**config.mk**
```make
export PLATFORM = sky130hd
export DESIGN_NAME = sar_search_4bits
export DESIGN_NICKNAME = d
export VERILOG_FILES = /design/src/rtl/sar_search_4bits.sv
export SDC_FILE = /design/constraint.sdc
export NUM_CORES = 1
export LEC_CHECK = 0
export BUFFER_PORTS_ARGS = -buffer_cell sky130_fd_sc_hd__buf_2
export CORE_MARGIN = 2
export CORE_UTILIZATION = 25
export DETAILED_ROUTE_END_ITERATION = 10
export HOLD_SLACK_MARGIN = 0.1
export MAX_ROUTING_LAYER = met4
export SETUP_SLACK_MARGIN = 0.02
export SYNTH_ARGS = -nofsm -noshare
export SYNTH_HDL_FRONTEND = slang
export SYNTH_SLANG_ARGS = --single-unit
```
**constraint.sdc**
```tcl
create_clock -name clk -period 2 [get_ports clk]
set_input_delay 0.3 -clock clk [delete_from_list [all_inputs] [get_ports clk]]
set_output_delay 0.3 -clock clk [all_outputs]
set_load 0.05 [all_outputs]
```
**src/rtl/sar_search_4bits.sv**
```systemverilog
// Successive-approximation search controller.
// Drives a trial value onto comparator input b and resolves the unknown on
// input a MSB-first, using the equal / a_greater / b_greater flags. The
// search ends on the first equal or after the LSB trial, whichever comes first.
module sar_search_4bits #(
   parameter int WIDTH = 4
) (
   input  logic             clk,
   input  logic             rst,
   input  logic             start,
   input  logic             cmp_equal,
   input  logic             cmp_a_greater,
   input  logic             cmp_b_greater,
   output logic [WIDTH-1:0] guess,
   output logic [WIDTH-1:0] result,
   output logic             done,
   output logic             busy,
   output logic             flag_err
);

   localparam int IW = (WIDTH > 1) ? $clog2(WIDTH) : 1;
   localparam logic [WIDTH-1:0] GUESS_INIT = {1'b1, {(WIDTH-1){1'b0}}};
   localparam logic [IW-1:0]    IDX_INIT   = IW'(WIDTH-1);

   typedef enum logic {S_IDLE, S_TRIAL} state_t;

   state_t           state_q, state_d;
   logic [IW-1:0]    idx_q, idx_d;
   logic [WIDTH-1:0] guess_q, guess_d;
   logic [WIDTH-1:0] result_q, result_d;
   logic             done_q, done_d;
   logic             busy_q, busy_d;
   logic             err_q, err_d;

   logic [WIDTH-1:0] trial_upd;
   logic             flags_legal;

   // Exactly one comparator flag high: odd parity rules out 0 and 2 high,
   // the AND term rules out all 3 high.
   always_comb begin
      flags_legal = (cmp_equal ^ cmp_a_greater ^ cmp_b_greater) &
                    ~(cmp_equal & cmp_a_greater & cmp_b_greater);
   end

   // Current trial bit resolved: cleared when the trial was too large,
   // otherwise kept (covers a_greater and the zero-flag case).
   always_comb begin
      trial_upd = guess_q;
      if (cmp_b_greater)
         trial_upd[idx_q] = 1'b0;
   end

   // Next-state logic for the search FSM and all registered outputs.
   always_comb begin
      state_d  = state_q;
      idx_d    = idx_q;
      guess_d  = guess_q;
      result_d = result_q;
      done_d   = 1'b0;
      busy_d   = busy_q;
      err_d    = err_q;
      case (state_q)
         S_IDLE: begin
            if (start) begin
               guess_d = GUESS_INIT;
               idx_d   = IDX_INIT;
               err_d   = 1'b0;
               busy_d  = 1'b1;
               state_d = S_TRIAL;
            end
         end
         S_TRIAL: begin
            if (!flags_legal)
               err_d = 1'b1;
            if (cmp_equal) begin
               // Exact hit: finish early with the value on the bus.
               result_d = guess_q;
               done_d   = 1'b1;
               busy_d   = 1'b0;
               state_d  = S_IDLE;
            end else if (idx_q == '0) begin
               guess_d  = trial_upd;
               result_d = trial_upd;
               done_d   = 1'b1;
               busy_d   = 1'b0;
               state_d  = S_IDLE;
            end else begin
               // Resolve this bit and tentatively set the next lower one.
               guess_d                     = trial_upd;
               guess_d[idx_q - IW'(1)]     = 1'b1;
               idx_d                       = idx_q - IW'(1);
            end
         end
         default: state_d = S_IDLE;
      endcase
   end

   // State and output registers; reset abandons any search in flight.
   always_ff @(posedge clk or posedge rst) begin
      if (rst) begin
         state_q  <= S_IDLE;
         idx_q    <= IDX_INIT;
         guess_q  <= '0;
         result_q <= '0;
         done_q   <= 1'b0;
         busy_q   <= 1'b0;
         err_q    <= 1'b0;
      end else begin
         state_q  <= state_d;
         idx_q    <= idx_d;
         guess_q  <= guess_d;
         result_q <= result_d;
         done_q   <= done_d;
         busy_q   <= busy_d;
         err_q    <= err_d;
      end
   end

   assign guess    = guess_q;
   assign result   = result_q;
   assign done     = done_q;
   assign busy     = busy_q;
   assign flag_err = err_q;

endmodule

```
# --- Word level (Yosys, flattened, before mapping) ---
# Index checks and enable logic that the tools add are counted.
totals:
  register_bits: 14
  input_bits: 6
  output_inout_bits: 11
  wordCells: 65
classes:
  n_addsub: 1
  n_lt_le_gt_ge: 4
  eq_ne: 5
  mux: 29
  bitwise: 10
  reduce_logical: 9
op_table:
  columns: ["operator", "n"]
  rows:
  - ["$mux 4", 6]
  - ["$mux 1", 13]
  - ["$ne 2x2->1 const B", 4]
  - ["$pmux 4 s2", 1]
  - ["$reduce_and 2->1", 4]
  - ["$lt 2x3->1 const B", 2]
  - ["$mux 2", 3]
  - ["$pmux 1 s2", 3]
  - ["$and 4x4->4", 1]
  - ["$demux 1 s2", 2]
  - ["$ge 2x1->1 const B", 2]
  - ["$not 4->4", 1]
  - ["$or 4x4->4", 1]
  - ["$pmux 2 s2", 1]
  - ["$and 1x1->1", 3]
  - ["$ne 3x2->1 const B", 1]
  - ["$reduce_and 3->1", 1]
  - ["$logic_and 1x1->1", 2]
  - ["$logic_not 2->1", 1]
  - ["$not 1->1", 2]
  - ["$reduce_bool 2->1", 1]
  - ["$sub 2x1->2 const B", 1]
  - ["$xor 1x1->1", 2]

# --- Logic depth before layout (Yosys ltp) ---
depth:
  depth_word: 11
  mapped_depth: 5
  mapped_depth_nobuf: 5

# --- Least setup slack after synthesis ---
# Ideal clock, no wire load.
synth_path:
  kind: "register to register"
  start: "register idx_q[0]"
  end: "register idx_q[1]"
  setup_time_ps: 80
  t_arrival_ps: 1389
  required_time_ps: 1920
  path_slack_ps: 531
  path_stages_with_launch: 6
  path_buffers: 0
  synth_period_minus_slack_ps: 1469
  path_cell_list: "dfstp_2 > inv_1 > ha_1 > o21ai_4 > o21ai_2 > a32oi_2"
synth_between:
  elab_chain_len: 4
  elab_cells_between_ends: 7
  cone_classes: "1 x add/sub; 1 x eq/ne; 3 x mux; 2 x reduce/logical"
synth_rtl:
  columns: ["element", "line", "source"]
  rows:
  - ["start, declared", "28", "logic [IW-1:0] idx_q, idx_d;"]
  - ["start signal, assigned", "110", "idx_q <= idx_d;"]
  - ["$sub 2x1->2", "91", "idx_d = idx_q - IW'(1);"]
  - ["$mux 2", "81", "end else if (idx_q == '0) begin"]
  - ["$mux 2", "75", "if (cmp_equal) begin"]
  - ["$pmux 2 s2", "62", "case (state_q)"]
# Parallel ways exist; a longest one is shown, timed or not. The select of a mux whose other input is x is not followed.
# A chain may end at the register's enable or synchronous reset.

# --- Worst setup path after layout ---
# Same ends and word-level chain as after synthesis.

==> results.cfg <==
[outcome]
outcome = complete, no violations

[drt]
vias = 545
postRouteAntennaNets = 0
drc = 0
wl_per_cell_microns = 11.8
routed_wirelength_microns = 1420
viasPerCell = 4.54
drt_iter0_markers = 20
dr.pass1.iters = 4

[timing]
max_slew_margin_pct = 64.0
setup_violations = 0
hold_viol_final = 0
setup_tns_ns = 0
rsz0062_at_grt = false
hold_ws_ns = 0.321
min_period_ns = 1.60
worst_slack_ns = 0.398
fmaxAchievable_mhz = 624
slew_violations = 0
tightestPinTransition_ns = 0.540
clock_skew_ns = 0.00832
finalCritPeriodShare_pct = 80.1

[die]
ioPinCount = 17
dieWidth_microns = 57.2
die_area_sq_um = 3270
start_util_pct = 26.1
placeableCoreArea_sq_um = 2710
die_h_microns = 57.2
rows = 19

[pwr]
intPower_uw = 732
switching_share_pct = 51.2
p_clk_share_pct = 13.5
p_comb_share_pct = 51.2
p_seq_share_pct = 35.3
p_total_uw = 1500
p_per_area_nw_per_um2 = 1740
p_sw_uw = 769
power_leakage_uw = 0.000436
peakVddDrop_v = 0.000732

[cts]
cts_sinks = 14
postCtsSetupRepairBufs = 0
cts_root_buffer = clkbuf_4
clock_latency_ns = 0.29
cts_inserted_buffers = 3
ctsHoldBuffers = 1
clkTransAtPathRegs_ns = 0.09
cts_tree = done
cts.htree.levels = 1
cts_buffer_depth = 2
ctsResizeCount = 0

[placement]
port_buffers = 16
place_congestion = 0.916
pre_cts_ws_ns = 0.410
place_area_sq_um = 818
hpwl_microns = 1110

[logic_synthesis]
yosys_warnings = 0
synth_cell_types = 24
mappedNetlistNets = 80
synth_adder_area_share_pct = 8.85
yosysTopAreaCellShare_pct = 42.5
synth_area_leaders = dfrtp_1 42%, ha_1 8.8%, dfstp_2 7.4%, nand2_1 6.4%, inv_1 3.7%
synth_xor_area_share_pct = 1.24
syn_area_sq_um = 707
syn_inst = 69
yosysSeqAreaShare_pct = 49.9
ys_seq_elements = 14
synth-compound-area-share_pct = 18.1
synthSimpleGateAreaFrac_pct = 15.6
yosys.area.top_type = dfrtp_1
synth_top_family_by_area = compound AO/OA/AOI/OAI gates
synth_area_per_cell_sq_um = 10.2
muxShareOfSynthArea_pct = 1.59

[final_layout]
diodes = 0
finalInstanceArea_sq_um = 865
syn_to_final_growth_pct = 22.3
final_layout_size_suffix_gt1_share_pct = 29.2
final_nets = 101

[global_route]
grt_antenna_before_repair = 0
grt_max_degree = 15
grt_pass1_wl_microns = 2280
overflow = 0
grt_pass1_vias = 502
grt_usage_pct = 9.93

[worst_setup_path]
cp_slowest_stage_delay_ns = 0.60
r2r_cells = 5
required_ns = 2.22
path_class = flop to flop
endpoint_kind = flop
critical_path_arrival_ns = 1.82
path_delay_family = flip-flops
critical_path.cell_chain = inv_1 > ha_1 > o21ai_4 > o21ai_2 > a32oi_2
worstSetupPathDepth = 5
cp-start-kind = flop
ff2ff_setup_slack_ns = 0.40
crit_fanout = 10
critical_path_buf_inv_count = 1
crit_path_top_delay_cell = dfstp_2

[min_path]
hold_depth = 3
worstHoldPathType = input port to flop

[job]
maxCapViolations = 0
[per-stage QoR]
step / std cells / util [%]
2_1_floorplan: 69 / -
3_3_place_gp: 115 / 30.2
3_5_place_dp: 115 / 30.2
4_1_cts: 120 / 31.9
5_1_grt: 120 / 31.9
6_report: 120 / 31.9
[flip-flops by register name, summed over array words and instances, names as in the netlist]
signal and flops:
busy 1, done 1, flag_err 1, guess 4
idx_q 2, result 4, state_q 1
[cells in the final DEF (no fill, tap or decap)]
| cell type | n |
|---|---|
| buf_2 | 16 |
| nand2_1 | 12 |
| dfrtp_1 | 12 |
| inv_1 | 7 |
| a21oi_1 | 5 |
| ha_1 | 5 |
| nand3b_1 | 3 |
| o21ai_1 | 3 |
| clkbuf_4 | 3 |
| o211ai_1 | 2 |
| nor2_1 | 2 |
| nand2b_1 | 2 |
| nor3_1 | 2 |
| dfstp_2 | 2 |
| nor2_2 | 1 |
| o21ai_4 | 1 |
| o21ai_2 | 1 |
| a32oi_2 | 1 |
| nor2b_1 | 1 |
| mux2_1 | 1 |
| a31oi_1 | 1 |
| xnor2_1 | 1 |
| o32ai_1 | 1 |
| a2bb2oi_1 | 1 |
| o31ai_1 | 1 |
| clkbuf_8 | 1 |
| dlygate4sd3_1 | 1 |
[cells by family (layout without fill, tap and decap cells)]
kind of cell | count (synthesis) | after routing
compound gates | 17 | 17
buf+inv | 8 | 28
xor+xnor | 1 | 1
flops | 14 | 14
simple gates | 23 | 23
mux | 1 | 1
fa+ha+maj | 5 | 5
[power groups by stage]
stage                     Sequential [uW]  Combinational (uW)  Clock, uW
after global placement                532                 764          0
after global routing                  552                 823        223
after floorplan                       861                 268          0
final                                 529                 769        202
after detailed placement              536                 775          0
after CTS                             531                 776        215
[per-layer routing]
| metal | vias to the layer above | GRT usage (%) | share of wire, % | wire [microns] |
|---|---|---|---|---|
| met4 | 0 | 6.98 | 3.2 | 46 |
| met1 | 246 | 11.0 | 43 | 608 |
| met2 | 17 | 15.1 | 47 | 673 |
| met5 | - | - | 0 | 0 |
| li1 | 278 | - | - | - |
| met3 | 4 | 3.17 | 6.3 | 89 |
[area by class of cell]
cell class	count	area [sq um]
clock buffer	4	36.3
multi-input combinational	47	320
fill	290	1850
tap	31	38.8
inverter	7	26.3
timing repair buffer	17	90.1
sequential	14	353
[tightest hold or removal path, stage by stage]
cell and delay (ns):
buf_2 0.14, nor2_1 0.09, a21oi_1 0.04
[cell usage after synthesis]
library cell	instances
buf_4	1
a31oi_1	1
dfrtp_1	12
nor2_2	1
o211ai_1	2
a32oi_2	1
a21oi_1	5
nor2_1	2
nor2b_1	1
dfstp_2	2
mux2_1	1
o21ai_4	1
nand3b_1	3
xnor2_1	1
nor3_1	2
o21ai_2	1
nand2_1	12
ha_1	5
a2bb2oi_1	1
nand2b_1	2
inv_1	7
o31ai_1	1
o21ai_1	3
o32ai_1	1
[worst paths after layout]
check,end,start
worst max register to register,idx_q[1]$_DFFE_PP1P_,idx_q[0]$_DFFE_PP1P_
max in group asynchronous,result[1]$_DFFE_PP0P_,rst
worst max-delay path,idx_q[1]$_DFFE_PP1P_,idx_q[0]$_DFFE_PP1P_
worst min register to register,result[0]$_DFFE_PP0P_,result[0]$_DFFE_PP0P_
worst min-delay path,guess[3]$_DFFE_PP0P_,start
min in group asynchronous,result[3]$_DFFE_PP0P_,rst
Power figures use the tool's default switching activity.
